==> src/rtl/boot_sequencer.sv <==
// USB bootloader bring-up/exit sequencer: gates core reset and the USB pull-up on PLL lock,
// and hands off to SB_WARMBOOT after a host-visible detach.
module boot_sequencer #(
  parameter int         LOCK_SETTLE_CYCLES = 4800,
  parameter int         DETACH_CYCLES      = 480000,
  parameter logic [1:0] DEFAULT_IMAGE      = 2'b01,
  parameter int         CNT_W              = 20
) (
  input  logic       clk_48mhz,
  input  logic       reset_n,
  input  logic       pll_lock,
  input  logic       boot_req,
  input  logic [1:0] image_sel,
  output logic       core_reset,
  output logic       usb_pu,
  output logic       wb_s1,
  output logic       wb_s0,
  output logic       wb_boot,
  output logic [2:0] state_dbg
);

  localparam int MAX_CYC = (LOCK_SETTLE_CYCLES > DETACH_CYCLES) ? LOCK_SETTLE_CYCLES
                                                                 : DETACH_CYCLES;

  generate
    if (LOCK_SETTLE_CYCLES < 1 || DETACH_CYCLES < 1) begin : g_bad_cycles
      $error("boot_sequencer: LOCK_SETTLE_CYCLES and DETACH_CYCLES must be nonzero");
    end
    if (CNT_W < 1 || CNT_W > 62 || 64'(MAX_CYC) >= (64'd1 << CNT_W)) begin : g_bad_cnt_w
      $error("boot_sequencer: CNT_W too small for the configured cycle counts");
    end
  endgenerate

  localparam logic [CNT_W-1:0] SETTLE_LAST = CNT_W'(LOCK_SETTLE_CYCLES - 1);
  localparam logic [CNT_W-1:0] DETACH_LAST = CNT_W'(DETACH_CYCLES - 1);

  typedef enum logic [2:0] {
    ST_HOLD   = 3'd0,
    ST_SETTLE = 3'd1,
    ST_RUN    = 3'd2,
    ST_DETACH = 3'd3,
    ST_BOOT   = 3'd4
  } state_t;

  state_t           state_reg, state_next;
  logic [CNT_W-1:0] cnt_reg, cnt_next, cnt_inc;
  logic [1:0]       img_reg, img_next;
  logic             lock_meta_reg, lock_s_reg;
  logic             boot_req_d_reg;
  logic             boot_edge;
  logic             core_reset_reg, usb_pu_reg, wb_boot_reg;

  assign boot_edge = boot_req & ~boot_req_d_reg;
  assign cnt_inc   = (cnt_reg == {CNT_W{1'b1}}) ? cnt_reg : cnt_reg + CNT_W'(1);

  always_comb begin
    state_next = state_reg;
    cnt_next   = cnt_reg;
    img_next   = img_reg;
    case (state_reg)
      ST_HOLD: begin
        cnt_next = '0;
        if (lock_s_reg) state_next = ST_SETTLE;
      end
      ST_SETTLE: begin
        if (!lock_s_reg) begin
          state_next = ST_HOLD;
          cnt_next   = '0;
        end else if (cnt_reg == SETTLE_LAST) begin
          state_next = ST_RUN;
        end else begin
          cnt_next = cnt_inc;
        end
      end
      ST_RUN: begin
        // Lock loss outranks a same-cycle boot request: no capture, back to HOLD.
        if (!lock_s_reg) begin
          state_next = ST_HOLD;
          cnt_next   = '0;
        end else if (boot_edge) begin
          state_next = ST_DETACH;
          cnt_next   = '0;
          img_next   = image_sel;
        end
      end
      ST_DETACH: begin
        if (cnt_reg == DETACH_LAST) state_next = ST_BOOT;
        else                        cnt_next   = cnt_inc;
      end
      ST_BOOT: begin
        state_next = ST_BOOT;
      end
      default: begin
        state_next = ST_HOLD;
        cnt_next   = '0;
      end
    endcase
  end

  always_ff @(posedge clk_48mhz or negedge reset_n) begin
    if (!reset_n) begin
      lock_meta_reg  <= 1'b0;
      lock_s_reg     <= 1'b0;
      boot_req_d_reg <= 1'b0;
      state_reg      <= ST_HOLD;
      cnt_reg        <= '0;
      img_reg        <= DEFAULT_IMAGE;
      core_reset_reg <= 1'b1;
      usb_pu_reg     <= 1'b0;
      wb_boot_reg    <= 1'b0;
    end else begin
      lock_meta_reg  <= pll_lock;
      lock_s_reg     <= lock_meta_reg;
      boot_req_d_reg <= boot_req;
      state_reg      <= state_next;
      cnt_reg        <= cnt_next;
      img_reg        <= img_next;
      // Outputs decode the state being entered so they switch on the same edge.
      core_reset_reg <= (state_next == ST_HOLD) || (state_next == ST_SETTLE);
      usb_pu_reg     <= (state_next == ST_RUN);
      wb_boot_reg    <= (state_next == ST_BOOT);
    end
  end

  always_comb begin
    case (state_reg)
      ST_HOLD, ST_SETTLE, ST_RUN, ST_DETACH, ST_BOOT: state_dbg = state_reg;
      default:                                         state_dbg = 3'd7;
    endcase
  end

  assign core_reset = core_reset_reg;
  assign usb_pu     = usb_pu_reg;
  assign wb_boot    = wb_boot_reg;
  assign wb_s1      = img_reg[1];
  assign wb_s0      = img_reg[0];

endmodule

==> config.mk <==
export PLATFORM = sky130hd
export DESIGN_NAME = boot_sequencer
export DESIGN_NICKNAME = d
export VERILOG_FILES = /design/src/rtl/boot_sequencer.sv
export SDC_FILE = /design/constraint.sdc
export NUM_CORES = 1
export LEC_CHECK = 0
export CAP_MARGIN = 20
export CORE_MARGIN = 4
export CORE_UTILIZATION = 35
export CTS_CLUSTER_SIZE = 14
export DETAILED_ROUTE_END_ITERATION = 12
export PLACE_DENSITY = 0.54
export SYNTH_ARGS = -nofsm -noshare
export SYNTH_HDL_FRONTEND = slang
export SYNTH_SLANG_ARGS = --single-unit
export TNS_END_PERCENT = 10
==> constraint.sdc <==
create_clock -name clk_48mhz -period 2.7 [get_ports clk_48mhz]
set_input_delay 0.54 -clock clk_48mhz [delete_from_list [all_inputs] [get_ports clk_48mhz]]
set_output_delay 0.54 -clock clk_48mhz [all_outputs]
set_load 0.005 [all_outputs]
==> flow_metrics.env <==
export IMPL_crit_path_end_kind="flip-flop"
export IMPL_depth_of_the_worst_register_to_register_path=6
export IMPL_critPathArrivalTime_ps=2390
export IMPL_cts_hold_buf=0
export IMPL_timing_critical_path_from_type="flip-flop"
export IMPL_worst_hold_slack_ps=352
export IMPL_critical_path_depth=6
export IMPL_cpLargestDelayFamily="simple AND/OR/NAND/NOR gates"
export IMPL_drt_pass1_iterations=5
export IMPL_insertedDiodeCount=0
export IMPL_setup_total_negative_slack_ps=0
export IMPL_dominant_combinational_cell_family_by_area_after_synthesis="compound AO/OA/AOI/OAI gates"
export IMPL_std_cell_rows=26
export IMPL_cts_buffers_inserted=5
export IMPL_whs_path_depth=0
export IMPL_synth_mux_area_frac=0.0116
export IMPL_rr_startpoint="cnt_reg[0]"
export IMPL_flip_flop_and_latch_count_after_synthesis=31
export IMPL_clock_sink_count=31
export IMPL_synth_compound_area_frac=0.294
export IMPL_crit_buf_inv=0
export IMPL_final_hold_viol_count=0
export IMPL_drcViolationCount=0
export IMPL_finalInstanceArea_um2=2240
export IMPL_post_synth_and_or_nand_nor_area_fraction=0.240
export IMPL_post_route_period_util=0.827
export IMPL_vias_per_cell=5.84
export IMPL_max_stage_delay_ps=560
export IMPL_wirelength_mm=4.90
export IMPL_grt_pass1_vias=1589
export IMPL_leakagePower_nw=0.873
export IMPL_terminus_of_the_critical_flop_to_flop_path="cnt_reg[14]"
export IMPL_die_area_um2=6820
export IMPL_hold_end="lock_s_reg"
export IMPL_initial_utilization=0.371
export IMPL_slew_headroom=0.520
export IMPL_synth_area_per_cell_um2=9.05
export IMPL_post_cts_setup_buffer_count=0
export IMPL_synthAdderAreaFrac=0.00643
export IMPL_setup_violations_final=0
export IMPL_setup_repair_after_global_routing_missed_its_margin="false"
export IMPL_final_max_slew_violation_count=0
export IMPL_global_route_usage_total=0.156
export IMPL_place_detailed_hpwl_mm=3.17
export IMPL_clock_buffer_depth=2
export IMPL_port_buffers=13
export IMPL_fmaxAchievable_ghz=0.448
export IMPL_final_net_count=233
export IMPL_timing_worst_slew_pin_value_ps=712
export IMPL_hp_start="lock_meta_reg"
export IMPL_initialDrtViolationCount=115
export IMPL_timing_final_crit_period_ps=2230
export IMPL_synth_yosys_warnings=0
export IMPL_initial_antenna_violation_count=0
export IMPL_crit_path_start="cnt_reg[0]"
export IMPL_powerDensity_nw_per_um2=398
export IMPL_dr_total_vias=1735
export IMPL_cts_root_buffer_cell="clkbuf_8"
export IMPL_boundaryPins=14
export IMPL_timing_critical_path_cells="ha_1 -> nand4_1 -> or4_1 -> or4b_4 -> a22oi_2 -> o22ai_2"
export IMPL_cts_h_tree_depth=2
export IMPL_r2r_slack_ps=470
export IMPL_postRouteAntennaNets=0
export IMPL_area_delta_synth_final_pct=15.2
export IMPL_place_gp_congestion=0.817
export IMPL_sequential_to_total_area_share_from_yosys_stat=0.400
export IMPL_routed_length_per_placed_instance_um=16.5
export IMPL_synth_lib_cells_used_distinct=50
export IMPL_largest_register_ff_count=20
export IMPL_yosys_area_share_xor_xnor=0
export IMPL_synth_cell_area_um2=1950
export IMPL_count_of_flip_flops_with_a_built_in_enable_after_synthesis=0
export IMPL_criticalPathCategory="reg2reg"
export IMPL_placeable_core_region_um2=5240
export IMPL_maxCapViolCount=0
export IMPL_syn_inst=215
export IMPL_layout_filler_cells=526
export IMPL_first_pass_grt_wire_length_mm=8.06
export IMPL_vdd_ir_drop_max_mv=0.210
export IMPL_die_height_um=82.6
export IMPL_grt_max_degree=32
export IMPL_clkSlewWorstSetupHoldPaths_ps=70
export IMPL_skew_ps=10.3
export IMPL_synthesis_nets=222
export IMPL_post_dp_cell_area_um2=2160
export IMPL_die_width_um=82.6
export IMPL_clk_latency_ps=290
export IMPL_status="complete, no violations"
export IMPL_cts_resized=0
export IMPL_synth_flop_cell="dfrtp_1"
export IMPL_worst_path_max_fanout=4
export IMPL_hold_path_class="reg2reg"
export IMPL_critPathRequiredTime_ps=2860
export IMPL_tritoncts_clock_tree="built"
export IMPL_critPathSlowestCell="or4_1"
export IMPL_grt_overflow=0
export IMPL_fraction_of_final_layout_cells_with_drive_strength_greater_than_1=0.119
export IMPL_async_reset_ff_frac=1.00
## logic make-up (layout without fill, tap and decap cells)
| family | after synthesis | after routing |
|---|---|---|
| compound gates | 78 | 78 |
| fa+ha+maj | 1 | 1 |
| buf+inv | 24 | 36 |
| flops | 31 | 31 |
| mux | 2 | 2 |
| simple gates | 79 | 79 |
## final cells by class
| class | count | area [um2] | share of cell area |
|---|---|---|---|
| clock buffer | 6 | 72.6 | 0.0324 |
| clock inverter | 2 | 12.5 | 0.00558 |
| inverter | 8 | 30.0 | 0.0134 |
| multi-input combinational | 160 | 1080 | 0.481 |
| sequential | 31 | 778 | 0.347 |
| tap | 70 | 87.6 | 0.0391 |
| timing repair buffer | 20 | 183 | 0.0815 |
## cells in the mapped netlist (7+ instances only)
cell type | instances | area share
nor2_1 | 14 | 0.027
nand4_1 | 7 | 0.023
clkbuf_1 | 13 | 0.025
o21ai_0 | 9 | 0.023
o31ai_1 | 11 | 0.042
a21oi_1 | 7 | 0.018
a32oi_1 | 9 | 0.041
and2_1 | 12 | 0.039
nand3_1 | 7 | 0.018
dfrtp_1 | 29 | 0.37
nand2_1 | 9 | 0.017
inv_1 | 8 | 0.015
## worst register-to-register path: stages (launching register included)
cell and delay, ps:
dfrtp_1 390, ha_1 210, nand4_1 170, or4_1 560, or4b_4 510, a22oi_2 180, o22ai_2 90
## worst max-delay path by stage
stage | to | slack (ps)
after floorplan | cnt_reg[14] | 540
after global placement | cnt_reg[18] | 420
after detailed placement | cnt_reg[18] | 380
after CTS | cnt_reg[14] | 460
after global routing | cnt_reg[17] | 310
final | cnt_reg[14] | 470
## through the flow
stage          setup slack [ps]  total power (W)   util  instances
2_1_floorplan               545         0.000504      -        215
3_3_place_gp                422         0.000534  0.412        289
3_5_place_dp                382         0.000534  0.412        289
4_1_cts                     459         0.000901  0.428        297
5_1_grt                     312         0.000927  0.428        297
6_report                    468         0.000892  0.428        297
## per-layer routing
metal	GRT usage	wire (um)
met5	0	0
met4	0.0490	61
met3	0.0325	157
met2	0.234	2210
met1	0.224	2470
## cell usage in the layout, fill, tap and decap left out, drive strengths merged, types with 2 or more instances in the layout
cell           count
a21o               2
a21oi              7
a22oi              5
a31oi              5
a32oi              9
and2              12
and3               2
and4               4
buf                7
clkbuf             6
clkdlybuf4s50     13
dfrtp             29
dfstp              2
inv                8
mux2               2
nand2              9
nand2b             5
nand3              7
nand4              8
nor2              14
nor2b              3
nor3               4
nor4b              2
o2111ai            4
o211ai             5
o21ai             10
o21bai             2
o22a               3
o22ai              7
o2bb2ai            2
o31ai             11
or3                2
## report_power, final
group	total, W	internal, W	switching (W)
Sequential	0.000474	0.000469	0.00000569
Combinational	0.0000499	0.0000197	0.0000302
Clock	0.000368	0.000180	0.000188
Total	0.000892	0.000668	0.000224
No activity file was read; power rests on OpenSTA's default activity.
